[src/rtl/display_pkg.sv]
// display_pkg
//   Shared types and constants for the multiplexed 7-segment display path.
//   - state_t       : scan FSM states (GUARD = anodes off, DRIVE = digit lit)
//   - SEG_0..SEG_F  : active-low glyphs, bit order {g,f,e,d,c,b,a}
//   - SEG_BLANK     : all segments off
//   - DEFAULT_NUM_DIGITS : default number of multiplexed digits
package display_pkg;

  typedef enum logic {
    GUARD,
    DRIVE
  } state_t;

  localparam int unsigned DEFAULT_NUM_DIGITS = 8;

  localparam logic [6:0] SEG_0     = 7'h40;
  localparam logic [6:0] SEG_1     = 7'h79;
  localparam logic [6:0] SEG_2     = 7'h24;
  localparam logic [6:0] SEG_3     = 7'h30;
  localparam logic [6:0] SEG_4     = 7'h19;
  localparam logic [6:0] SEG_5     = 7'h12;
  localparam logic [6:0] SEG_6     = 7'h02;
  localparam logic [6:0] SEG_7     = 7'h78;
  localparam logic [6:0] SEG_8     = 7'h00;
  localparam logic [6:0] SEG_9     = 7'h10;
  localparam logic [6:0] SEG_A     = 7'h08;
  localparam logic [6:0] SEG_B     = 7'h03;
  localparam logic [6:0] SEG_C     = 7'h46;
  localparam logic [6:0] SEG_D     = 7'h21;
  localparam logic [6:0] SEG_E     = 7'h06;
  localparam logic [6:0] SEG_F     = 7'h0E;
  localparam logic [6:0] SEG_BLANK = 7'h7F;

endpackage

[src/rtl/bcd_seg_decode.sv]
// bcd_seg_decode
//   Combinational digit-to-glyph decoder for a common-anode display.
//   Ports:
//     i_digit : 4-bit digit value (0-9 decimal, 10-15 shown as A,b,C,d,E,F)
//     i_blank : 1 = force all segments off
//     o_seg_n : active-low segments {g,f,e,d,c,b,a}
module bcd_seg_decode
  import display_pkg::*;
(
  input  logic [3:0] i_digit,
  input  logic       i_blank,
  output logic [6:0] o_seg_n
);

  always_comb begin
    o_seg_n = SEG_BLANK;
    if (!i_blank) begin
      case (i_digit)
        4'h0: o_seg_n = SEG_0;
        4'h1: o_seg_n = SEG_1;
        4'h2: o_seg_n = SEG_2;
        4'h3: o_seg_n = SEG_3;
        4'h4: o_seg_n = SEG_4;
        4'h5: o_seg_n = SEG_5;
        4'h6: o_seg_n = SEG_6;
        4'h7: o_seg_n = SEG_7;
        4'h8: o_seg_n = SEG_8;
        4'h9: o_seg_n = SEG_9;
        4'hA: o_seg_n = SEG_A;
        4'hB: o_seg_n = SEG_B;
        4'hC: o_seg_n = SEG_C;
        4'hD: o_seg_n = SEG_D;
        4'hE: o_seg_n = SEG_E;
        4'hF: o_seg_n = SEG_F;
      endcase
    end
  end

endmodule

[src/rtl/bcd_seg_scanner.sv]
// bcd_seg_scanner
//   Captures an 8-digit BCD word on an active-low load strobe and scans it
//   onto a time-multiplexed common-anode 7-segment display with leading-zero
//   blanking, an anodes-off guard interval at each slot start and 16-level
//   brightness PWM.
//   Ports:
//     clk, rstN  : clock, synchronous active-low reset
//     bcd_in     : unpacked digit array (index 0 = least significant)
//     load_n     : active-low capture strobe
//     blank_lz   : 1 = suppress leading zeros (captured with the digits)
//     brightness : duty = (brightness+1)/16 during DRIVE
//     seg_n      : active-low segments {g,f,e,d,c,b,a}, constant per slot
//     an_n       : active-low anode enables, one-hot-or-none
//     slot_idx   : digit currently scanned
module bcd_seg_scanner
  import display_pkg::*;
#(
  parameter int unsigned NUM_DIGITS   = DEFAULT_NUM_DIGITS,
  parameter int unsigned SLOT_CYCLES  = 50000,
  parameter int unsigned GUARD_CYCLES = 2
) (
  input  logic                          clk,
  input  logic                          rstN,
  input  logic [3:0]                    bcd_in [NUM_DIGITS],
  input  logic                          load_n,
  input  logic                          blank_lz,
  input  logic [3:0]                    brightness,
  output logic [6:0]                    seg_n,
  output logic [NUM_DIGITS-1:0]         an_n,
  output logic [$clog2(NUM_DIGITS)-1:0] slot_idx
);

  localparam int unsigned CW = $clog2(SLOT_CYCLES);
  localparam int unsigned IW = $clog2(NUM_DIGITS);

  localparam logic [CW-1:0] SLOT_LAST  = CW'(SLOT_CYCLES - 1);
  localparam logic [CW-1:0] GUARD_LAST = CW'(GUARD_CYCLES - 1);
  localparam logic [IW-1:0] IDX_LAST   = IW'(NUM_DIGITS - 1);

  state_t                r_state;
  logic [CW-1:0]         r_slot_cnt;
  logic [IW-1:0]         r_slot_idx;
  logic [3:0]            r_pwm_cnt;
  logic [6:0]            r_seg_n;
  logic [NUM_DIGITS-1:0] r_an_n;
  logic [3:0]            r_shadow [NUM_DIGITS];
  logic [NUM_DIGITS-1:0] r_zmask;
  logic                  r_boot;

  logic                  w_boundary;
  state_t                w_nstate;
  logic [CW-1:0]         w_nslot_cnt;
  logic [IW-1:0]         w_nidx;
  logic [3:0]            w_npwm;
  logic [NUM_DIGITS-1:0] w_nan_n;
  logic [NUM_DIGITS-1:0] w_zmask_in;
  logic [3:0]            w_seg_digit;
  logic                  w_seg_blank;
  logic [6:0]            w_seg_glyph;

  // Next-cycle values; the output registers are loaded from these so that
  // an_n/seg_n always describe the cycle the counters are in.
  always_comb begin
    w_boundary  = (r_slot_cnt == SLOT_LAST);
    w_nslot_cnt = w_boundary ? '0 : r_slot_cnt + 1'b1;

    w_nstate = r_state;
    if (w_boundary) begin
      w_nstate = GUARD;
    end else if (r_state == GUARD && r_slot_cnt == GUARD_LAST) begin
      w_nstate = DRIVE;
    end

    w_nidx = r_slot_idx;
    if (w_boundary) begin
      w_nidx = (r_slot_idx == IDX_LAST) ? '0 : r_slot_idx + 1'b1;
    end

    // Counter starts at 0 on the first DRIVE cycle of a slot.
    w_npwm = (r_state == DRIVE && w_nstate == DRIVE) ? r_pwm_cnt + 1'b1 : '0;

    w_nan_n = '1;
    if (w_nstate == DRIVE && w_npwm <= brightness) begin
      w_nan_n[w_nidx] = 1'b0;
    end
  end

  // Leading-zero mask: digit i blanks only if it and every higher digit is 0.
  always_comb begin
    logic v_hi_zero;
    v_hi_zero  = 1'b1;
    w_zmask_in = '0;
    for (int unsigned i = NUM_DIGITS - 1; i > 0; i--) begin
      v_hi_zero     = v_hi_zero && (bcd_in[i] == 4'd0);
      w_zmask_in[i] = blank_lz && v_hi_zero;
    end
  end

  // Glyph for the slot about to be entered, read from the pre-capture shadow.
  assign w_seg_digit = r_shadow[w_nidx];
  assign w_seg_blank = r_zmask[w_nidx];

  bcd_seg_decode u_decode (
    .i_digit (w_seg_digit),
    .i_blank (w_seg_blank),
    .o_seg_n (w_seg_glyph)
  );

  always_ff @(posedge clk) begin
    if (!rstN) begin
      r_state    <= GUARD;
      r_slot_cnt <= '0;
      r_slot_idx <= '0;
      r_pwm_cnt  <= '0;
      r_seg_n    <= SEG_BLANK;
      r_an_n     <= '1;
      r_zmask    <= '0;
      r_boot     <= 1'b1;
      for (int unsigned i = 0; i < NUM_DIGITS; i++) begin
        r_shadow[i] <= '0;
      end
    end else begin
      r_state    <= w_nstate;
      r_slot_cnt <= w_nslot_cnt;
      r_slot_idx <= w_nidx;
      r_pwm_cnt  <= w_npwm;
      r_an_n     <= w_nan_n;
      r_boot     <= 1'b0;
      // Reset leaves no slot-entry edge for the first slot, so the first
      // cycle out of reset loads the glyph once; afterwards only on entry.
      if (r_boot || w_boundary) begin
        r_seg_n <= w_seg_glyph;
      end
      if (!load_n) begin
        r_shadow <= bcd_in;
        r_zmask  <= w_zmask_in;
      end
    end
  end

  assign seg_n    = r_seg_n;
  assign an_n     = r_an_n;
  assign slot_idx = r_slot_idx;

endmodule

[config.mk]
export PLATFORM = sky130hd
export DESIGN_NAME = bcd_seg_scanner
export DESIGN_NICKNAME = d
export VERILOG_FILES = /design/src/rtl/display_pkg.sv /design/src/rtl/bcd_seg_decode.sv /design/src/rtl/bcd_seg_scanner.sv
export SDC_FILE = /design/constraint.sdc
export NUM_CORES = 1
export LEC_CHECK = 0
export CAP_MARGIN = 20
export CORE_MARGIN = 3
export CORE_UTILIZATION = 54
export CTS_CLUSTER_SIZE = 12
export DETAILED_ROUTE_END_ITERATION = 10
export PLACE_DENSITY_LB_ADDON = 0.1
export SKIP_LAST_GASP = 1
export SLEW_MARGIN = 15
export SYNTH_ARGS = -nofsm -noshare
export SYNTH_HDL_FRONTEND = slang
export SYNTH_SLANG_ARGS = --single-unit
[constraint.sdc]
create_clock -name clk -period 7.2 [get_ports clk]
set_clock_uncertainty 0.2 [all_clocks]
set_input_delay 1.44 -clock clk [delete_from_list [all_inputs] [get_ports clk]]
set_output_delay 1.44 -clock clk [all_outputs]
set_load 0.01 [all_outputs]
-- Word level (Yosys, flattened, before mapping)
Memories as Yosys holds them, arrays and structs flattened.
Cells that the tools add are included.
- register bits: 79
- memory bits (read-only): 112
- output and inout port bits: 18
- memories: 1
- memories (memory ; depth ; bits a word ; rd ports ; clocked after Yosys merged registers in ; wr ports ; RTL line ; text):
    (no name shown) ; 16 ; 7 ; 1 ; 0 ; 0 ; bcd_seg_decode.sv:18 ; case (i_digit)
- $add $sub $neg: 3
- $lt $le $gt $ge: 4
- eq/ne operators: 3
- multiplexer cells: 14
- bitwise operators: 4
- reductions and logical operators: 27
- operators by type and width (cell ; number):
    logical NOT 4 bit ; 7
    logical AND 1 bit ; 17
    adder 16 x 1 -> 16 bit (second input constant) ; 1
    == test 16 x 1 -> 1 bit (second input constant) ; 1
    == test 16 bit (second input constant) ; 1
    binary-select mux 4 bit (select 3 bit) ; 1
    two-way mux 4 bit ; 3
    NOT 8 bit ; 1
    two-way mux 7 bit ; 1
    two-way mux 3 bit ; 2
    two-way mux 1 bit ; 5
    adder 4 x 1 -> 4 bit (second input constant) ; 1
    >= comparator 4 bit (second input constant) ; 1
    less-or-equal comparator 4 bit ; 1
    less-than comparator 3 x 4 -> 1 bit (second input constant) ; 1
    NOT 3 -> 4 bit ; 1
    adder 3 x 1 -> 3 bit (second input constant) ; 1
    binary-select mux 1 bit (select 3 bit) ; 1
    demux 1 bit (select 3 bit) ; 1
    == test 3 bit (second input constant) ; 1
    >= comparator 3 x 1 -> 1 bit (second input constant) ; 1
    NOT 1 bit ; 2
    AND reduction 2 bit ; 1
    OR reduction 2 bit ; 1
    logical OR 1 bit ; 1

-- Depth between registers and ports, before layout
- depth after elaboration: 9
- depth in mapped cells: 14
- gate-level depth less buffers: 13

-- Cells and area by module
Synthesis repeated with hierarchy kept, for this count alone.
- cell total of the unflattened synthesis: 399
- area, all modules: 3729.8 µm²
- by module, submodules not included (module ; times used ; cells an instance ; area an instance (µm²) ; sequential area each (µm²)):
    bcd_seg_scanner ; 1 ; 364 ; 3434.5 ; 1581.5
    bcd_seg_decode ; 1 ; 35 ; 295.3 ; 0.0

-- Worst setup path before layout
Ideal clock, no wire load.
- path kind: reg2reg
- start point: register r_slot_cnt[11]
- end point: register r_seg_n[4] (netlist: seg_n[4])
- setup time: 122 ps
- arrival: 3223 ps
- data required time: 6878 ps
- setup slack: 3655 ps
- cell stages (with the launch flop): 13
- buffers on the path: 2
- period minus slack after synthesis: 3545 ps
- cell sequence: dfxtp_1 or4_1 buf_2 or4_4 buf_2 o211a_1 a2111oi_0 or4_1 inv_2 ha_1 mux2i_1 a21oi_1 o32a_1
- longest elaborated chain between the ends: 8
- elaborated cells between the ends (all ways): 11
- RTL lines (element ; RTL line ; text):
    start: declaration ; bcd_seg_scanner.sv:41 ; logic [CW-1:0] r_slot_cnt;
    start signal: assignment ; bcd_seg_scanner.sv:124 ; r_slot_cnt <= w_nslot_cnt;
    == test 16 bit (*) ; bcd_seg_scanner.sv:64 ; w_boundary = (r_slot_cnt == SLOT_LAST);
    two-way mux 3 bit ; bcd_seg_scanner.sv:75 ; if (w_boundary) begin
    NOT 3 -> 4 bit (implied by the code) ; bcd_seg_scanner.sv:100 ; assign w_seg_digit = r_shadow[w_nidx];
    binary-select mux 4 bit (select 3 bit) ; bcd_seg_scanner.sv:100 ;
    two-way mux 4 bit (implied by the code) (2 in series) ; bcd_seg_scanner.sv:100 ;
    memory (16 x 7 bit) ; - ;
    two-way mux 7 bit ; bcd_seg_decode.sv:17 ; if (!i_blank) begin
    end signal: assignment ; bcd_seg_scanner.sv:132 ; r_seg_n <= w_seg_glyph;
    end: declaration ; bcd_seg_scanner.sv:44 ; logic [6:0] r_seg_n;
Mark *: on every way between the ends. The rest lies on a longest branch, timed or not. The select of a mux whose other input is x is not followed.
A chain may end at the register's enable or synchronous reset.

-- Worst setup path in the final report
- start point: register r_slot_cnt[10]
- end point: register r_seg_n[4] (netlist: seg_n[4])
Same word-level chain as after synthesis.

==> impl_metrics.json <==
{
  "final_antenna_net_count": 0,
  "final_core_util_pct": 69.8,
  "hold_viol": 0,
  "syn_inst": 416,
  "ios": 58,
  "synth_fp_nets": 469,
  "synth-seq-cells": 79,
  "cp-end-kind": "register",
  "cp-start-kind": "register",
  "seqPwrFrac_pct": 50.6,
  "synth-async-reset-ratio_pct": 0,
  "dominantRegCellSynth": "dfxtp_1",
  "grtUsageTotal_pct": 22.8,
  "cp_slowest_stage_delay_ns": 0.82,
  "drive_above_1_share_pct": 6.22,
  "peakVddDrop_mv": 0.110,
  "antenna_found_initial": 0,
  "status": "finished clean",
  "yosys.area.top_type": "dfxtp_1",
  "cap_violations": 0,
  "final.fill_count": 553,
  "clk_pin_slew_ns": 0.08,
  "grt_start_max_net_pins": 48,
  "hold_buffers": 0,
  "setup_violations": 0,
  "critical_path_class": "reg2reg",
  "slew-limit-headroom_pct": 31.0,
  "cts_sinks": 79,
  "p_per_area_mw_per_mm2": 200,
  "instances_no_fill": 559,
  "cts_buffers": 9,
  "total_leakage_power_uw": 0.00194,
  "synth.avg_cell_area_sq_um": 9.15,
  "dp.cells": 544,
  "cp.arrival_ns": 4.54,
  "dieHeight_um": 90.0,
  "area_growth_syn_to_layout_pct": 21.1,
  "cp_slowest_cell": "or4_1",
  "overflow": 0,
  "final_nets": 515,
  "drcViolationCount": 0,
  "synthTopCellsByArea": "dfxtp_1, mux2i_1, nor2_1",
  "switching_share_pct": 23.0,
  "whs_ns": 0.277,
  "internal_power_uw": 711,
  "grt_pass1_wl_mm": 15.0,
  "reg2reg_slack_ns": 2.69,
  "synth_edf_count": 0,
  "place_hpwl_mm": 6.79,
  "cpMostUsedCell": "or4_1",
  "rsz0062_at_grt": "false",
  "gp_congestion": 0.868,
  "ys_warn_count": 0,
  "post_cts_buffers": 0,
  "fin_crit_ns": 4.51,
  "cts_tree": "built",
  "drt_iter0_markers": 151,
  "initial_utilization_pct": 57.6,
  "drtPass1Iterations": 4,
  "pwr-share-comb_pct": 10.9,
  "antennaDiodeCount": 0,
  "required_ns": 7.23,
  "yosysSeqAreaShare_pct": 41.6,
  "port_buffers": 57,
  "cts_resized": 0,
  "final_cell_mix": "dfxtp_1, nor2_1, clkdlybuf4s50_1, mux2i_1, nand2_1",
  "core_area_sq_mm": 0.00660,
  "wire_per_inst_um": 16.2,
  "tns_ns": 0,
  "synth_top_area_share_pct": 41.6,
  "cts_htree_levels": 3,
  "worst_pin_slew_ns": 1.03,
  "grt_pass1_vias": 3093,
  "achievable-frequency_mhz": 222,
  "finalCritPeriodShare_pct": 62.7,
  "switchingPower_uw": 213,
  "die_area_sq_mm": 0.00809,
  "slew_violations": 0,
  "root_buffer": "clkbuf_8",
  "wirelength_mm": 9.05,
  "clockBufferDepth": 2,
  "min_path_type": "reg2reg",
  "viasPerCell": 5.74,
  "die_w_um": 90.0,
  "synth_cell_type_count": 55,
  "insertion_delay_ns": 0.35,
  "placementRows": 29,
  "synth_area_sq_mm": 0.00381,
  "path_max_fanout": 15,
  "worstPathCellList": "or4_1 -> nor4_4 -> mux2i_1 -> a2111oi_0 -> or4_1 -> and3_1 -> nor2b_1 -> o32a_1",
  "layout_commonest_cell": "dfxtp_1",
  "via_count": 3211,
  "p_clk_share_pct": 38.5
}
-- logic make-up after synthesis --
logic type | Yosys count | share of synthesized area, %
compound gates | 61 | 13.2
flops | 79 | 41.6
fa+ha+maj | 13 | 4.27
simple gates | 163 | 20.9
buf+inv | 38 | 4.17
xor+xnor | 15 | 3.45
mux | 47 | 12.4
-- worst paths after layout --
kind,from,endpoint,cells after the start
hold / removal,seg_n[2],seg_n[2],1
setup / recovery,r_slot_cnt[10],seg_n[4],8
hold reg to reg,seg_n[2],seg_n[2],1
setup reg to reg,r_slot_cnt[10],seg_n[4],8
-- worst max-delay path, delay by kind of cell, from the launching register on --
family | cells | cell delay [ns]
flops | 1 | 0.35
simple gates | 5 | 2.70
compound gates | 2 | 0.43
mux | 1 | 0.71
-- per-layer routing --
metal,part of all wire [%],vias up,wire [um],global-route usage [%]
met4,2.3,0,206,10.7
met5,0,-,0,0
met3,5.6,23,504,6.34
met1,47,1512,4240,29.5
met2,45,86,4100,35.3
li1,-,1590,-,-
-- power groups by stage --
stage / registers (uW) / logic, uW / clock network (uW)
6_report: 467 / 101 / 356
5_1_grt: 469 / 112 / 377
4_1_cts: 467 / 101 / 362
3_5_place_dp: 477 / 101 / 0
3_3_place_gp: 476 / 99.0 / 0
2_1_floorplan: 474 / 56.4 / 0
-- synthesized netlist by cell type (all sizes together) (2+ instances only) --
cell type and n:
dfxtp 79, nor2 76, mux2i 46, nand2 21, inv 14, a21oi 13, buf 13, ha 13
nand4 12, clkbuf 11, nand3 9, xor2 9, or3 8, and3 7, nor4 7, a211oi 6
o21ai 6, or4 6, xnor2 6, a2111oi 5, nor2b 4, nor3 4, o211a 4, a32oi 3
o22a 3, a211o 2, a21o 2, a221oi 2, nand2b 2, nand4b 2, o211ai 2, o311ai 2
o32a 2, o41a 2, or2 2
-- through the flow --
step	setup WS, ns	instance area (sq um)	power [uW]
6_report	2.69	4610	924
5_1_grt	2.54	4610	958
4_1_cts	2.76	4610	931
3_5_place_dp	2.80	4400	578
3_3_place_gp	2.89	4400	575
2_1_floorplan	3.66	3810	530
-- cell type report --
cell class                 count  area (sq um)  share of cell area, %
clock inverter                 4          70.1                   1.52
clock buffer                  11           141                   3.07
inverter                      14          52.6                   1.14
sequential                    79          1580                   34.3
tap                           93           116                   2.53
multi-input combinational    299          2070                   44.8
timing repair buffer          59           581                   12.6
-- sequential cells by signal (all words and copies together) (netlist names) --
signal      cells
r_shadow       32
an_n            8
seg_n           7
r_state         1
r_pwm_cnt       4
slot_idx        3
r_slot_cnt     16
r_zmask         7
r_boot          1
Power figures use the tool's default switching activity.
